$ cat config.mk
export PLATFORM = sky130hd
export DESIGN_NAME = load_aligner
export DESIGN_NICKNAME = d
export VERILOG_FILES = /design/src/rtl/load_aligner.sv
export SDC_FILE = /design/constraint.sdc
export NUM_CORES = 1
export LEC_CHECK = 0
export ABC_AREA = 1
export CAP_MARGIN = 10
export CORE_UTILIZATION = 44
export DETAILED_ROUTE_END_ITERATION = 12
export PLACE_DENSITY = 0.85
export SETUP_SLACK_MARGIN = 0.3
export SLEW_MARGIN = 5
export SYNTH_ARGS = -nofsm -noshare
export SYNTH_HDL_FRONTEND = slang
export SYNTH_SLANG_ARGS = --single-unit
$ cat constraint.sdc
create_clock -name Clk -period 3.4 [get_ports Clk]
set_clock_uncertainty 0.1 [all_clocks]
set_input_delay 0.51 -clock Clk [delete_from_list [all_inputs] [get_ports Clk]]
set_output_delay 0.51 -clock Clk [all_outputs]
set_load 0.01 [all_outputs]
$ cat src/rtl/load_aligner.sv
// load_aligner
//   Memory-side load stage feeding the extender. Accepts a load request
//   (address, Sign, Byte) and fetches the aligned 32-bit word over a
//   MemReq/MemAck handshake. It selects the addressed byte or halfword lane
//   and presents it on D, with ExtSign/ExtByte, qualified by a one-cycle Valid.
//   Misaligned halfword loads and memory timeouts raise a one-cycle Err.
//
// Parameters
//   TIMEOUT : max cycles MemReq stays high without MemAck (2..255)
//   CNT_W   : wait counter width, must hold TIMEOUT-1
//
// Ports
//   Clk, Rst_n        : clock, synchronous active-low reset
//   Start             : request strobe, accepted only in IDLE
//   Addr, Sign, Byte  : load address, signed flag, byte(1)/halfword(0)
//   MemReq, MemAddr   : memory read request and word-aligned address
//   MemRdata, MemAck  : read data and completion from memory
//   D, ExtSign, ExtByte : selected lane and controls to the extender
//   Valid             : one-cycle pulse, D/ExtSign/ExtByte meaningful
//   Busy              : high in every state except IDLE
//   Err               : one-cycle pulse on misalignment or timeout
//
// Build option
//   LOAD_BIG_ENDIAN_EN : when defined, lanes are selected big-endian.
//                        Timing is identical in both builds.
module load_aligner #(
  parameter int TIMEOUT = 16,
  parameter int CNT_W   = 8
) (
  input  logic        Clk,
  input  logic        Rst_n,
  input  logic        Start,
  input  logic [31:0] Addr,
  input  logic        Sign,
  input  logic        Byte,
  output logic        MemReq,
  output logic [31:0] MemAddr,
  input  logic [31:0] MemRdata,
  input  logic        MemAck,
  output logic [15:0] D,
  output logic        ExtSign,
  output logic        ExtByte,
  output logic        Valid,
  output logic        Busy,
  output logic        Err
);

  typedef enum logic [1:0] {S_IDLE, S_WAIT, S_DONE, S_ERR} state_e;

  localparam logic [CNT_W-1:0] CNT_LAST = CNT_W'(TIMEOUT - 1);

  state_e           state_q, state_d;
  logic [29:0]      word_addr_q, word_addr_d;
  logic [1:0]       lane_q, lane_d;
  logic             req_sign_q, req_sign_d;
  logic             req_byte_q, req_byte_d;
  logic [CNT_W-1:0] cnt_q, cnt_d;
  logic [15:0]      d_q, d_d;
  logic             ext_sign_q, ext_sign_d;
  logic             ext_byte_q, ext_byte_d;

  // Picks the addressed lane out of the fetched word. Halfword requests
  // only arrive here with lane[0]==0, so lane[1] alone picks the half.
  function automatic logic [15:0] lane_sel(input logic [31:0] word,
                                           input logic [1:0]  lane,
                                           input logic        is_byte);
    logic [7:0] b;
`ifdef LOAD_BIG_ENDIAN_EN
    case (lane)
      2'd0:    b = word[31:24];
      2'd1:    b = word[23:16];
      2'd2:    b = word[15:8];
      default: b = word[7:0];
    endcase
    if (is_byte) return {8'h00, b};
    return lane[1] ? word[15:0] : word[31:16];
`else
    case (lane)
      2'd0:    b = word[7:0];
      2'd1:    b = word[15:8];
      2'd2:    b = word[23:16];
      default: b = word[31:24];
    endcase
    if (is_byte) return {8'h00, b};
    return lane[1] ? word[31:16] : word[15:0];
`endif
  endfunction

  always_comb begin
    state_d     = state_q;
    word_addr_d = word_addr_q;
    lane_d      = lane_q;
    req_sign_d  = req_sign_q;
    req_byte_d  = req_byte_q;
    cnt_d       = cnt_q;
    d_d         = d_q;
    ext_sign_d  = ext_sign_q;
    ext_byte_d  = ext_byte_q;
    case (state_q)
      S_IDLE: begin
        if (Start) begin
          word_addr_d = Addr[31:2];
          lane_d      = Addr[1:0];
          req_sign_d  = Sign;
          req_byte_d  = Byte;
          cnt_d       = '0;
          // Misaligned halfword aborts without ever touching memory.
          state_d     = (!Byte && Addr[0]) ? S_ERR : S_WAIT;
        end
      end
      S_WAIT: begin
        // An acknowledge in the last allowed cycle still completes the load.
        if (MemAck) begin
          d_d        = lane_sel(MemRdata, lane_q, req_byte_q);
          ext_sign_d = req_sign_q;
          ext_byte_d = req_byte_q;
          state_d    = S_DONE;
        end else if (cnt_q == CNT_LAST) begin
          state_d = S_ERR;
        end else begin
          cnt_d = cnt_q + CNT_W'(1);
        end
      end
      S_DONE:  state_d = S_IDLE;
      default: state_d = S_IDLE;
    endcase
  end

  always_ff @(posedge Clk) begin
    if (!Rst_n) begin
      state_q     <= S_IDLE;
      word_addr_q <= '0;
      lane_q      <= '0;
      req_sign_q  <= 1'b0;
      req_byte_q  <= 1'b0;
      cnt_q       <= '0;
      d_q         <= '0;
      ext_sign_q  <= 1'b0;
      ext_byte_q  <= 1'b0;
    end else begin
      state_q     <= state_d;
      word_addr_q <= word_addr_d;
      lane_q      <= lane_d;
      req_sign_q  <= req_sign_d;
      req_byte_q  <= req_byte_d;
      cnt_q       <= cnt_d;
      d_q         <= d_d;
      ext_sign_q  <= ext_sign_d;
      ext_byte_q  <= ext_byte_d;
    end
  end

  assign MemReq  = (state_q == S_WAIT);
  assign MemAddr = {word_addr_q, 2'b00};
  assign D       = d_q;
  assign ExtSign = ext_sign_q;
  assign ExtByte = ext_byte_q;
  assign Valid   = (state_q == S_DONE);
  assign Err     = (state_q == S_ERR);
  assign Busy    = (state_q != S_IDLE);

endmodule
Word-level counts from Yosys, hierarchy flattened:

Cells that the tools add are included.
W data, S select, Z words.

* register bits after elaboration: 62
* latch bits: 0
* RAM bits: 0
* memory bits (read-only): 0
* input bits: 70
* output and inout port bits: 54
* word-level logic and storage cells: 46
* memories: 0

* $add $sub $neg: 1
* multipliers: 0
* div/mod/pow operators: 0
* order comparisons: 0
* eq/ne operators: 10
* shifts and indexed selects: 0
* multiplexer cells: 16
* bitwise logic cells: 0
* reductions and logical operators: 10

Operator list (number)
* $mux W16: 3
* $mux W8: 3
* $pmux W8 S3: 1
* $pmux W8 S2: 1
* $add A8 B1 Y8 const B: 1
* $eq A8 B4 Y1 const B: 1
* $mux W2: 4
* $eq A2 B2 Y1 const B: 3
* $ne A2 B2 Y1 const B: 3
* $reduce_and A2 Y1: 3
* $eq A2 B1 Y1 const B: 2
* $logic_not A2 Y1: 2
* $pmux W2 S2: 1
* $reduce_and A4 Y1: 1
* $reduce_bool A2 Y1: 2
* $mux W1: 3
* $ne A3 B1 Y1 const B: 1
* $logic_and A1 B1 Y1: 1
* $logic_not A1 Y1: 1

Depth between registers and ports, before layout:

* depth after elaboration: 5
* depth in mapped cells: 9
* depth with buffers taken out: 9

Worst setup path after synthesis:

OpenSTA, ideal clock, no wires.

* kind: register to register
* from: register cnt_q[0]
* to: register cnt_q[5]
* library setup time: 0.110 ns
* arrival: 1.298 ns
* data required time: 3.190 ns
* path slack: 1.891 ns
* cell stages (with the launch flop): 9
* buffers on the path: 0
* clock period less this slack: 1.509 ns
* path through: dfxtp_1 ha_1 nand3_1 nor2_1 nand2_1 nand2_2 o21bai_1 inv_1 nor2_1

* longest elaborated chain between the ends: 4
* elaborated cells between the ends (all ways): 7
* classes of those cells: add/sub: 1; eq/ne: 2; mux: 3; reduce/logical: 1

Ends and longest elaborated chain
* start, declared: RTL line 57 `logic [CNT_W-1:0] cnt_q, cnt_d;`
* start signal, assigned: RTL line 146 `cnt_q <= cnt_d;`
* $add A8 B1 Y8: RTL line 121 `cnt_d = cnt_q + CNT_W'(1);`
* $mux W8: RTL line 118 `end else if (cnt_q == CNT_LAST) begin`
* $mux W8: RTL line 113 `if (MemAck) begin`
* $pmux W8 S2: RTL line 99 `case (state_q)`

Several ways; a longest one is shown, not always the timed one. The select of a mux whose other input is x is not followed.
A chain may end at the register's enable or synchronous reset.

Worst setup path after layout:

* from: register state_q[0]
* to: output port MemReq

* longest elaborated chain between the ends: 1

Ends and longest elaborated chain
* start, declared: RTL line 52 `state_e state_q, state_d;`
* start signal, assigned: RTL line 141 `state_q <= state_d;`
* $eq A2 B1 Y1: RTL line 153 `assign MemReq = (state_q == S_WAIT);`
* end, declared: RTL line 36 `output logic MemReq,`

No other way between the ends.

==> impl_metrics.prom <==
# TYPE chip_impl_metric gauge
chip_impl_info{name="outcome",value="completed"} 1
chip_impl_metric{name="max_slew_margin",unit=""} 0.608
chip_impl_metric{name="global_route_wire_length_before_repair",unit="µm"} 11400
chip_impl_metric{name="tightest_slew",unit="ns"} 0.587
chip_impl_info{name="synth_most_common_cell",value="sky130_fd_sc_hd__nor2_1"} 1
chip_impl_metric{name="post_synth_inst_count",unit=""} 380
chip_impl_metric{name="vias",unit=""} 2807
chip_impl_metric{name="place_area",unit="mm²"} 0.00394
chip_impl_metric{name="area_growth",unit="%"} 53.5
chip_impl_metric{name="slew_violations",unit=""} 0
chip_impl_info{name="rsz0062_at_grt",value="false"} 1
chip_impl_metric{name="fmaxAchievable",unit="GHz"} 0.436
chip_impl_metric{name="hold_violations",unit=""} 0
chip_impl_metric{name="synth-edff-count",unit=""} 0
chip_impl_metric{name="clock_tree.htree_level_count",unit=""} 3
chip_impl_metric{name="worst_skew_pair.late_latency",unit="ns"} 0.34
chip_impl_metric{name="core-area",unit="mm²"} 0.00592
chip_impl_metric{name="tns",unit="ns"} 0
chip_impl_info{name="synth_common_cells",value="sky130_fd_sc_hd__nor2_1 (85), sky130_fd_sc_hd__nand2_1 (84), sky130_fd_sc_hd__dfxtp_1 (62)"} 1
chip_impl_metric{name="cts.hold.buffers_added",unit=""} 0
chip_impl_metric{name="cts_setup_buffers",unit=""} 0
chip_impl_metric{name="synth.yosys.seq_area_share",unit=""} 0.461
chip_impl_metric{name="rows",unit=""} 28
chip_impl_metric{name="power.density",unit="mW/mm²"} 462
chip_impl_metric{name="insertedDiodeCount",unit=""} 0
chip_impl_metric{name="synth-warning-count",unit=""} 0
chip_impl_metric{name="start_util",unit=""} 0.455
chip_impl_metric{name="final_cell_area",unit="mm²"} 0.00413
chip_impl_metric{name="cts.repair.resized",unit=""} 0
chip_impl_metric{name="initialDrtViolationCount",unit=""} 131
chip_impl_metric{name="synthDominantCellAreaShare",unit=""} 0.461
chip_impl_metric{name="ys_seq_elements",unit=""} 62
chip_impl_metric{name="chipWidth",unit="µm"} 80.2
chip_impl_metric{name="design.die.area",unit="mm²"} 0.00644
chip_impl_metric{name="synth.cell_area",unit="mm²"} 0.00269
chip_impl_info{name="synth_ff_type",value="sky130_fd_sc_hd__dfxtp_1"} 1
chip_impl_metric{name="crit_arrival",unit="ns"} 1.68
chip_impl_metric{name="fraction_of_final_layout_cells_with_drive_strength_greater_than_1",unit=""} 0.0736
chip_impl_metric{name="synthArstFlopShare",unit=""} 0
chip_impl_metric{name="path_max_fanout",unit=""} 7
chip_impl_metric{name="instances_no_fill",unit=""} 578
chip_impl_metric{name="final_core_util",unit=""} 0.698
chip_impl_metric{name="vdd.ir_drop.worst",unit="mV"} 0.333
chip_impl_metric{name="whs",unit="ns"} 0.364
chip_impl_metric{name="grt_pass1_vias",unit=""} 2571
chip_impl_metric{name="placed_cells",unit=""} 562
chip_impl_metric{name="regToRegSetupSlack",unit="ns"} 1.57
chip_impl_info{name="timing.critical_path.to_type",value="output port"} 1
chip_impl_metric{name="pin_count_of_the_biggest_net_entering_global_routing",unit=""} 46
chip_impl_metric{name="cts_made_buffers",unit=""} 9
chip_impl_metric{name="finalCriticalPeriod",unit="ns"} 2.29
chip_impl_metric{name="fin_crit_sh",unit=""} 0.675
chip_impl_metric{name="postRouteWirelength",unit="µm"} 7190
chip_impl_metric{name="clock_transition_at_the_register_clock_pins_on_the_worst_setup_and_hold_paths_after_cts",unit="ns"} 0.06
chip_impl_metric{name="count_of_input_and_output_buffers",unit=""} 121
chip_impl_metric{name="clkSinkCount",unit=""} 62
chip_impl_metric{name="timing.final.setup_violations",unit=""} 0
chip_impl_metric{name="antenna_found_initial",unit=""} 0
chip_impl_metric{name="detailedPlacementHpwl",unit="µm"} 5010
chip_impl_info{name="critical_path_type",value="reg2out"} 1
chip_impl_metric{name="gp_congestion",unit=""} 0.779
chip_impl_metric{name="cp_data_required_time",unit="ns"} 2.79
chip_impl_metric{name="grt-ovfl-total",unit=""} 0
chip_impl_metric{name="route.detailed.wl_per_inst",unit="µm"} 12.4
chip_impl_metric{name="detail_route.drc_violations",unit=""} 0
chip_impl_metric{name="ios",unit=""} 124
chip_impl_metric{name="power.static_leakage",unit="nW"} 1.71
chip_impl_metric{name="synth.distinct_cells",unit=""} 32
chip_impl_metric{name="route.antenna.remaining_nets",unit=""} 0
chip_impl_metric{name="clockBufferDepth",unit=""} 2
chip_impl_metric{name="grt_usage",unit=""} 0.231
chip_impl_metric{name="postSynthAreaPerCell",unit="µm²"} 7.09
chip_impl_metric{name="nNetsFinal",unit=""} 569
chip_impl_metric{name="die_height",unit="µm"} 80.2
chip_impl_info{name="cts-root-buf",value="sky130_fd_sc_hd__clkbuf_8"} 1
chip_impl_metric{name="dr_vias_cell",unit=""} 4.86
chip_impl_info{name="ys_top_cells_by_area",value="sky130_fd_sc_hd__dfxtp_1 (46%), sky130_fd_sc_hd__nor2_1 (12%), sky130_fd_sc_hd__nand2_1 (12%)"} 1
chip_impl_info{name="worst_hold_path_type",value="reg2reg"} 1
chip_impl_metric{name="drtPass1Iterations",unit=""} 5
chip_impl_info{name="yosysTopAreaCell",value="sky130_fd_sc_hd__dfxtp_1"} 1
chip_impl_info{name="setup.worst_path.start_class",value="register"} 1
chip_impl_metric{name="max-cap-violations",unit=""} 0
chip_impl_info{name="tritoncts",value="built"} 1
-- per-stage QoR --
step / power (W) / setup slack [ns]
4_1_cts: 0.00193 / 1.11
3_5_place_dp: 0.00129 / 1.20
6_report: 0.00191 / 1.11
3_3_place_gp: 0.00128 / 1.21
5_1_grt: 0.00202 / 1.03
2_1_floorplan: 0.00106 / 1.89
-- worst paths after layout --
path	cells past startpoint	to	startpoint
min reg2reg	2	D[12]$_SDFFE_PN0P_	D[12]$_SDFFE_PN0P_
min	2	D[12]$_SDFFE_PN0P_	D[12]$_SDFFE_PN0P_
max reg2reg	6	req_byte_q$_SDFFE_PN0P_	state_q[0]$_SDFFE_PN0P_
max	3	MemReq	state_q[0]$_SDFFE_PN0P_
-- report_power, final --
part           internal, W  total (W)  switching [W]
Clock             0.000340   0.000639       0.000298
Sequential        0.000788   0.000833      0.0000444
Combinational     0.000230   0.000438       0.000208
-- state kept, by name, summed over array words and instances, names as in the netlist --
name	cells
lane_q	2
req_sign_q	1
cnt_q	8
req_byte_q	1
ExtByte	1
ExtSign	1
D	16
word_addr_q	30
state_q	2
-- worst max-delay path, stage by stage, from the launching register on --
cell,delay [ns]
sky130_fd_sc_hd__dfxtp_1,0.50
sky130_fd_sc_hd__nand2_4,0.13
sky130_fd_sc_hd__inv_2,0.17
sky130_fd_sc_hd__clkdlybuf4s50_1,0.56
-- layout by cell type, fill, tap and decap left out, types with 2 or more instances in the layout --
master                            instances
sky130_fd_sc_hd__clkdlybuf4s50_1        121
sky130_fd_sc_hd__nor2_1                  85
sky130_fd_sc_hd__nand2_1                 84
sky130_fd_sc_hd__dfxtp_1                 62
sky130_fd_sc_hd__o21ai_0                 46
sky130_fd_sc_hd__inv_1                   20
sky130_fd_sc_hd__a21oi_1                 17
sky130_fd_sc_hd__nand3_1                 11
sky130_fd_sc_hd__clkbuf_8                 9
sky130_fd_sc_hd__o211ai_1                 6
sky130_fd_sc_hd__or2_2                    5
sky130_fd_sc_hd__inv_2                    4
sky130_fd_sc_hd__xor2_1                   3
sky130_fd_sc_hd__nor2_4                   2
sky130_fd_sc_hd__nand2_2                  2
sky130_fd_sc_hd__nor3_1                   2
sky130_fd_sc_hd__nand4_1                  2
sky130_fd_sc_hd__conb_1                   2
sky130_fd_sc_hd__clkinv_2                 2
sky130_fd_sc_hd__clkinv_4                 2
sky130_fd_sc_hd__buf_4                    2
-- cells by family after synthesis --
family          count (synthesis)  share of synthesized area
fa+ha+maj                       1                    0.00464
simple gates                  198                      0.309
buf+inv                        42                     0.0660
compound gates                 73                      0.149
other cells                     1                    0.00139
flops                          62                      0.461
xor+xnor                        3                    0.00976
-- layer usage --
| metal | share of wire | track usage | up-vias |
|---|---|---|---|
| li1 | - | - | 1443 |
| met1 | 0.43 | 0.263 | 1267 |
| met2 | 0.49 | 0.402 | 91 |
| met3 | 0.064 | 0.0830 | 6 |
| met4 | 0.010 | 0.0696 | 0 |
| met5 | 0 | 0 | - |
-- final cells by class --
class / instances / area [µm²]
fill: 500 / 1790
multi-input combinational: 277 / 1280
sequential: 62 / 1240
timing repair buffer: 123 / 1230
clock buffer: 9 / 124
inverter: 25 / 96.3
tap: 75 / 93.8
clock inverter: 7 / 73.8
Note: power is estimated with default switching activity, not from simulation.
